[src/rtl/lc3b_types.sv]
// Shared lc3b types plus the fetch-stage FSM state and prefetch entry layout.
package lc3b_types;

  typedef logic [15:0] lc3b_word;

  typedef enum logic [1:0] {
    IDLE = 2'd0,
    REQ  = 2'd1,
    DROP = 2'd2
  } if_state_t;

  typedef struct packed {
    lc3b_word ir;
    lc3b_word plus2;
  } if_entry_t;

  function automatic lc3b_word word_align(input lc3b_word addr);
    return addr & 16'hFFFE;
  endfunction

endpackage

[src/rtl/if_prefetch_fifo.sv]
// Prefetch queue between instruction memory and the DE handoff.
// Flush beats push; a full queue still accepts a push when it pops in the same cycle.
module if_prefetch_fifo
  import lc3b_types::*;
#(
  parameter int unsigned DEPTH = 2
) (
  input  logic                   clk,
  input  logic                   reset,
  input  logic                   push,
  input  if_entry_t              push_data,
  input  logic                   pop,
  input  logic                   flush,
  output logic                   full,
  output logic                   empty,
  output logic [$clog2(DEPTH):0] count,
  output if_entry_t              head
);

  localparam int unsigned AW = $clog2(DEPTH);
  localparam int unsigned CW = AW + 1;

  if_entry_t     mem_q [DEPTH];
  if_entry_t     mem_d [DEPTH];
  logic [AW-1:0] wr_ptr_q, wr_ptr_d;
  logic [AW-1:0] rd_ptr_q, rd_ptr_d;
  logic [CW-1:0] count_q, count_d;
  logic          do_push, do_pop;

  assign empty = (count_q == '0);
  assign full  = (count_q == CW'(DEPTH));
  assign count = count_q;
  assign head  = empty ? '0 : mem_q[rd_ptr_q];

  always_comb begin
    do_pop   = pop && !empty;
    do_push  = push && (!full || do_pop);
    mem_d    = mem_q;
    wr_ptr_d = wr_ptr_q;
    rd_ptr_d = rd_ptr_q;
    count_d  = count_q;
    if (flush) begin
      wr_ptr_d = '0;
      rd_ptr_d = '0;
      count_d  = '0;
    end else begin
      if (do_push) begin
        mem_d[wr_ptr_q] = push_data;
        wr_ptr_d        = wr_ptr_q + AW'(1);
      end
      if (do_pop) begin
        rd_ptr_d = rd_ptr_q + AW'(1);
      end
      count_d = count_q + CW'(do_push) - CW'(do_pop);
    end
  end

  always_ff @(posedge clk) begin
    if (reset) begin
      mem_q    <= '{default: '0};
      wr_ptr_q <= '0;
      rd_ptr_q <= '0;
      count_q  <= '0;
    end else begin
      mem_q    <= mem_d;
      wr_ptr_q <= wr_ptr_d;
      rd_ptr_q <= rd_ptr_d;
      count_q  <= count_d;
    end
  end

endmodule

[src/rtl/if_fetch_unit.sv]
// lc3b instruction-fetch stage: PC, single-outstanding memory read FSM, prefetch queue.
// Optional IF_FETCH_PERF_EN adds saturating fetch/stall/drop performance counters.
module if_fetch_unit
  import lc3b_types::*;
#(
  parameter int unsigned DEPTH    = 2,
  parameter lc3b_word    RESET_PC = 16'h0000
) (
  input  logic        clk,
  input  logic        reset,
  output logic [15:0] mem_address,
  output logic        mem_read,
  input  logic [15:0] mem_rdata,
  input  logic        mem_resp,
  input  logic        stall,
  input  logic        redirect,
  input  logic [15:0] redirect_pc,
  output logic        if_valid_out,
  output logic [15:0] if_ir_out,
  output logic [15:0] if_plus2_out
`ifdef IF_FETCH_PERF_EN
  ,
  output logic [31:0] perf_fetch_cnt,
  output logic [31:0] perf_stall_cnt,
  output logic [15:0] perf_drop_cnt
`endif
);

  if_state_t state_q, state_d;
  lc3b_word  pc_q, pc_d;
  lc3b_word  req_pc_q, req_pc_d;

  logic                   fifo_push, fifo_pop, resp_drop;
  logic                   fifo_empty, fifo_full_unused, slot_free;
  logic [$clog2(DEPTH):0] fifo_count;
  if_entry_t              fifo_head, fifo_push_data;

  assign slot_free      = (32'(fifo_count) < DEPTH);
  assign fifo_pop       = !fifo_empty && !stall;
  assign fifo_push_data = '{ir: mem_rdata, plus2: req_pc_q + 16'd2};

  assign mem_read     = (state_q != IDLE);
  assign mem_address  = word_align((state_q == IDLE) ? pc_q : req_pc_q);
  assign if_valid_out = !fifo_empty;
  assign if_ir_out    = fifo_head.ir;
  assign if_plus2_out = fifo_head.plus2;

  // Redirect overrides every state-local PC update; a response landing with a redirect is discarded.
  always_comb begin
    state_d   = state_q;
    pc_d      = pc_q;
    req_pc_d  = req_pc_q;
    fifo_push = 1'b0;
    resp_drop = 1'b0;
    case (state_q)
      IDLE: begin
        if (!redirect && slot_free) begin
          state_d  = REQ;
          req_pc_d = pc_q;
        end
      end
      REQ: begin
        if (mem_resp) begin
          state_d = IDLE;
          if (redirect) begin
            resp_drop = 1'b1;
          end else begin
            fifo_push = 1'b1;
            pc_d      = req_pc_q + 16'd2;
          end
        end else if (redirect) begin
          state_d = DROP;
        end
      end
      DROP: begin
        if (mem_resp) begin
          state_d   = IDLE;
          resp_drop = 1'b1;
        end
      end
      default: state_d = IDLE;
    endcase
    if (redirect) begin
      pc_d = word_align(redirect_pc);
    end
  end

  always_ff @(posedge clk) begin
    if (reset) begin
      state_q  <= IDLE;
      pc_q     <= word_align(RESET_PC);
      req_pc_q <= word_align(RESET_PC);
    end else begin
      state_q  <= state_d;
      pc_q     <= pc_d;
      req_pc_q <= req_pc_d;
    end
  end

  if_prefetch_fifo #(
    .DEPTH(DEPTH)
  ) u_fifo (
    .clk      (clk),
    .reset    (reset),
    .push     (fifo_push),
    .push_data(fifo_push_data),
    .pop      (fifo_pop),
    .flush    (redirect),
    .full     (fifo_full_unused),
    .empty    (fifo_empty),
    .count    (fifo_count),
    .head     (fifo_head)
  );

`ifdef IF_FETCH_PERF_EN
  logic [31:0] fetch_cnt_q, fetch_cnt_d;
  logic [31:0] stall_cnt_q, stall_cnt_d;
  logic [15:0] drop_cnt_q, drop_cnt_d;

  always_comb begin
    fetch_cnt_d = fetch_cnt_q;
    stall_cnt_d = stall_cnt_q;
    drop_cnt_d  = drop_cnt_q;
    if (fifo_push && (fetch_cnt_q != '1)) fetch_cnt_d = fetch_cnt_q + 32'd1;
    if (if_valid_out && stall && (stall_cnt_q != '1)) stall_cnt_d = stall_cnt_q + 32'd1;
    if (resp_drop && (drop_cnt_q != '1)) drop_cnt_d = drop_cnt_q + 16'd1;
  end

  always_ff @(posedge clk) begin
    if (reset) begin
      fetch_cnt_q <= '0;
      stall_cnt_q <= '0;
      drop_cnt_q  <= '0;
    end else begin
      fetch_cnt_q <= fetch_cnt_d;
      stall_cnt_q <= stall_cnt_d;
      drop_cnt_q  <= drop_cnt_d;
    end
  end

  assign perf_fetch_cnt = fetch_cnt_q;
  assign perf_stall_cnt = stall_cnt_q;
  assign perf_drop_cnt  = drop_cnt_q;
`else
  logic unused_resp_drop;
  assign unused_resp_drop = resp_drop;
`endif

endmodule

[config.mk]
export PLATFORM = sky130hd
export DESIGN_NAME = if_fetch_unit
export DESIGN_NICKNAME = d
export VERILOG_FILES = /design/src/rtl/lc3b_types.sv /design/src/rtl/if_prefetch_fifo.sv /design/src/rtl/if_fetch_unit.sv
export SDC_FILE = /design/constraint.sdc
export NUM_CORES = 1
export LEC_CHECK = 0
export CAP_MARGIN = 20
export CORE_MARGIN = 2
export CORE_UTILIZATION = 64
export CTS_CLUSTER_SIZE = 14
export DETAILED_ROUTE_END_ITERATION = 12
export DONT_BUFFER_PORTS = 1
export HOLD_SLACK_MARGIN = 0.12
export PLACE_DENSITY = 0.8
export RECOVER_POWER = 50
export SLEW_MARGIN = 20
export SYNTH_ARGS = -nofsm -noshare
export SYNTH_HDL_FRONTEND = slang
export SYNTH_HIERARCHICAL = 1
export SYNTH_SLANG_ARGS = --single-unit
[constraint.sdc]
create_clock -name clk -period 2.97 [get_ports clk]
set_clock_uncertainty 0.05 [all_clocks]
set_input_delay 0.594 -clock clk [delete_from_list [all_inputs] [get_ports clk]]
set_output_delay 0.594 -clock clk [all_outputs]
set_load 0.01 [all_outputs]
* Word-level counts from Yosys, hierarchy flattened *
Index checks and enable logic that the tools add are counted.

operators by class
  add/subtract/negate cells = 5
  multiply operators = 0
  divide/modulo/power cells = 0
  $lt $le $gt $ge = 4
  equal/unequal tests = 6
  shift operators = 0
  multiplexer cells = 19
  bitwise gates (word level) = 3
  reductions and logical operators = 21

operators by type and width
  kind                                                    count
  2-to-1 mux 32 bit                                       5
  bitwise mux 64 bit                                      1
  2-to-1 mux 16 bit                                       4
  demux 32 bit (select 1 bit)                             1
  adder 16 x 2 -> 16 bit (second input constant)          1
  2-to-1 mux 2 bit                                        4
  AND reduction 2 bit                                     4
  case mux 2 bit (3 select lines)                         1
  nonzero test 2 bit                                      3
  logical AND 1 bit                                       5
  == test 2 bit (second input constant)                   2
  >= comparator 2 bit (second input constant)             2
  logical NOT 1 bit                                       4
  logical NOT 2 bit                                       2
  NOT 1 -> 2 bit                                          2
  2-to-1 mux 1 bit                                        3
  inequality test 3 bit (second input constant)           1
  AND reduction 3 bit                                     1
  adder 1 bit (second input constant)                     2
  adder 2 x 1 -> 2 bit                                    1
  == test 2 x 1 -> 1 bit (second input constant)          1
  < comparator 2 x 1 -> 1 bit (second input constant)     1
  < comparator 2 bit (second input constant)              1
  inequality test 2 x 1 -> 1 bit (second input constant)  1
  other kinds (5)                                         5

word-level totals
  register bits after elaboration = 102
  bits in latches = 0
  RAM bits = 0
  bits in read-only memories = 0
  memories kept = 0

* Logic depth before layout (Yosys ltp) *
  depth in word-level cells = 8
  depth in mapped cells = 10
  mapped depth without buffers = 9

* Modules after synthesis *
Netlist, hierarchy kept.

modules (own cells, without submodules)
  module            instances  cells an instance  area an instance (um^2)  sequential area each (um^2)
  if_prefetch_fifo  1          343                3340.7                   1361.3
  if_fetch_unit     1          248                1901.8                   680.7

* Worst setup path before layout *
No wires, ideal clock.

  kind = input to register
  start point = input mem_resp
  end point = register u_fifo.count_q[1] (netlist: u_fifo/count[1])
  library setup time = 0.116 ns
  data arrival time = 2.278 ns
  data required time = 2.804 ns
  slack = 0.526 ns
  cell stages on the path = 9
  buffers on the path = 0
  cells stage by stage = nand3b_1 -> nor2_1 -> xor2_1 -> o21ai_0 -> nor2_1 -> ha_1 -> xnor2_1 -> or3_1 -> and3_1

between the ends
  cells in the longest elaborated chain, start to end = 5

ends and longest elaborated chain
  item                       line                    source
  start, declared            if_fetch_unit.sv:14     input logic mem_resp,
  2-to-1 mux 1 bit           if_fetch_unit.sv:63     if (mem_resp) begin
  2-to-1 mux 1 bit           if_fetch_unit.sv:55     case (state_q)
  named net fifo_push        if_fetch_unit.sv:33     logic fifo_push, fifo_pop, resp_drop;
  logical AND 1 bit          if_prefetch_fifo.sv:37  do_push = push && (!full || do_pop);
  adder 2 x 1 -> 2 bit       if_prefetch_fifo.sv:54  count_d = count_q + CW'(do_push) - CW'(do_pop);
  subtractor 2 x 1 -> 2 bit  if_prefetch_fifo.sv:54
  end signal, assigned       if_prefetch_fifo.sv:68  count_q <= count_d;
  end, declared              if_prefetch_fifo.sv:27  logic [CW-1:0] count_q, count_d;

The timed path passes the listed nets, and every way through them passes these cells.
A chain may end at the register's enable or synchronous reset.

* Worst setup path after layout *
  start point = register u_fifo.count_q[1] (netlist: u_fifo/count[1])
  end point = output if_plus2_out[14]

between the ends
  cells in the longest elaborated chain, start to end = 2

ends and longest elaborated chain
  item                  line                    source
  logical NOT 2 bit     if_prefetch_fifo.sv:30  assign empty = (count_q == '0);
  named net fifo_empty  if_fetch_unit.sv:34     logic fifo_empty, fifo_full_unused, slot_free;
  2-to-1 mux 32 bit     if_prefetch_fifo.sv:33  assign head = empty ? '0 : mem_q[rd_ptr_q];
  end, declared         if_fetch_unit.sv:20     output logic [15:0] if_plus2_out

The timed path passes the listed nets, and every way through them passes these cells.

==> impl_metrics.tcl <==
set metrics [dict create \
    status "complete, no violations" \
    antenna_found_initial 0 \
    finish.instance_area_um2 5424 \
    diodes 0 \
    tightest_slew_ns 0.7258 \
    cts_buffers 9 \
    crit_required_ns 2.33 \
    hold_viol 0 \
    core_um2 7807 \
    mostFrequentLayoutCells "dfxtp_1, nand2b_1, mux2i_1" \
    critical_path_class "reg -> out" \
    drc_errors 0 \
    nets 607 \
    die_y_um 94.45 \
    max_slew_margin_pct 51.61 \
    synth.net_count 629 \
    syn-cell-area_um2 5236 \
    avgRoutedWirePerCell_um 16.37 \
    slowest_stage "dfxtp_1" \
    dp_hpwl_um 7291 \
    num_vias 3929 \
    cpPeakStageDelay_ns 0.51 \
    overflow 0 \
    drt_iter0_drc 180 \
    ctsResizeCount 0 \
    grt_max_degree 133 \
    die_area_um2 8921 \
    portBuffers 0 \
    layout_min_cycle_time_ns 2.492 \
    slew_violations 0 \
    setup_tns_ns 0 \
    io_pins 87 \
    p_leak_nw 1.972 \
    initial_utilization_pct 67.07 \
    ir_drop_mv 0.3041 \
    drive_gt1_share_pct 5.934 \
    cp.arrival_ns 1.85 \
    end_kind "primary output" \
    placed_area_um2 5240 \
    grt_pass1_wl_um 17950 \
    cp_num_buf_inv 1 \
    final_common_cell "dfxtp_1" \
    tritoncts "done" \
    num_rows 32 \
    synth.avg_cell_area_um2 8.875 \
    clockRootBuffer "clkbuf_8" \
    worst_path_most_repeated_cell "nor2_1" \
    grt_pass1_vias 3762 \
    setup_violations 0 \
    synth_cells 590 \
    ctsHoldBuffers 0 \
    drt_pre_antenna_iters 4 \
    area_growth_pct 3.584 \
    ys_warn_count 6 \
    path_cells "nor2_1 > clkbuf_2 > nor2_1" \
    clk_latency_ns 0.36 \
    drtAntennaViolNets 0 \
    clock_path_buffers 2 \
    p_per_area_nw_per_um2 460.0 \
    path_clk_slew_ns 0.10 \
    cts.sinks 102 \
    place_congestion 0.8244 \
    hp-class "in -> reg" \
    cts_htree_levels 3 \
    fin_crit_sh_pct 83.92 \
    cp-start-kind "register" \
    viasPerCell 5.821 \
    crit_fanout 33 \
    drt-total-wl_um 11050 \
    cap_violations 0 \
    track_usage_pct 25.42 \
    chipWidth_um 94.45 \
    cts_setup_buffers 0 \
    cp_top_family "simple AND/OR/NAND/NOR gates" \
    fmax_ghz 0.4012 \
    grt_setup_unrepaired "no" \
]
-- stage by stage --
stage	power (mW)	cells	utilization (%)	worst slack, ns	hold WS [ns]
2_1_floorplan	1.600	590	-	0.5268	0.3821
3_3_place_gp	1.606	659	67.12	0.5969	0.3793
3_5_place_dp	1.613	659	67.12	0.5384	0.3918
4_1_cts	2.511	675	69.78	0.4968	0.2331
5_1_grt	2.583	675	69.47	0.3352	0.2221
6_report	2.495	675	69.47	0.4777	0.2440
-- per-layer routing --
layer	global-route usage [%]	up-vias	part of all wire (%)
li1	-	1949	-
met1	32.97	1878	48
met2	42.44	92	46
met3	5.587	10	4.8
met4	7.850	0	1.0
met5	0	-	0
-- cell type report --
class / instances / area, um2
Tap cell: 102 / 127.6
Timing Repair Buffer: 8 / 53.80
Clock buffer: 11 / 141.4
Sequential cell: 102 / 2043
Multi-Input combinational cell: 440 / 2965
Clock inverter: 5 / 66.31
Fill cell: 624 / 2384
Inverter: 7 / 26.28
-- state kept, by name, summed over array words and instances, names as in the netlist --
| register | flops |
|---|---|
| state_q | 2 |
| u_fifo/count | 2 |
| u_fifo/rd_ptr_q | 1 |
| u_fifo/mem_q | 64 |
| req_pc_q | 16 |
| u_fifo/wr_ptr_q | 1 |
| pc_q | 16 |
-- path summary, 6_finish.rpt --
check                           depth (start not counted)  slack [ns]               end       startpoint
worst min-delay path                                    1        0.24        state_q[1]         mem_resp
worst max-delay path                                    3        0.48  if_plus2_out[14]  u_fifo/count[1]
worst max register to register                          5        0.53  u_fifo/mem_q[48]       state_q[0]
worst min register to register                          2        0.40       req_pc_q[0]          pc_q[0]
-- report_power, final --
part	leakage (nW)	internal [mW]	switching, mW
sequential	0.827	1.39	0.0260
combinational	1.04	0.0731	0.0853
clock	0.102	0.424	0.494
(Power assumes the default switching activity.)
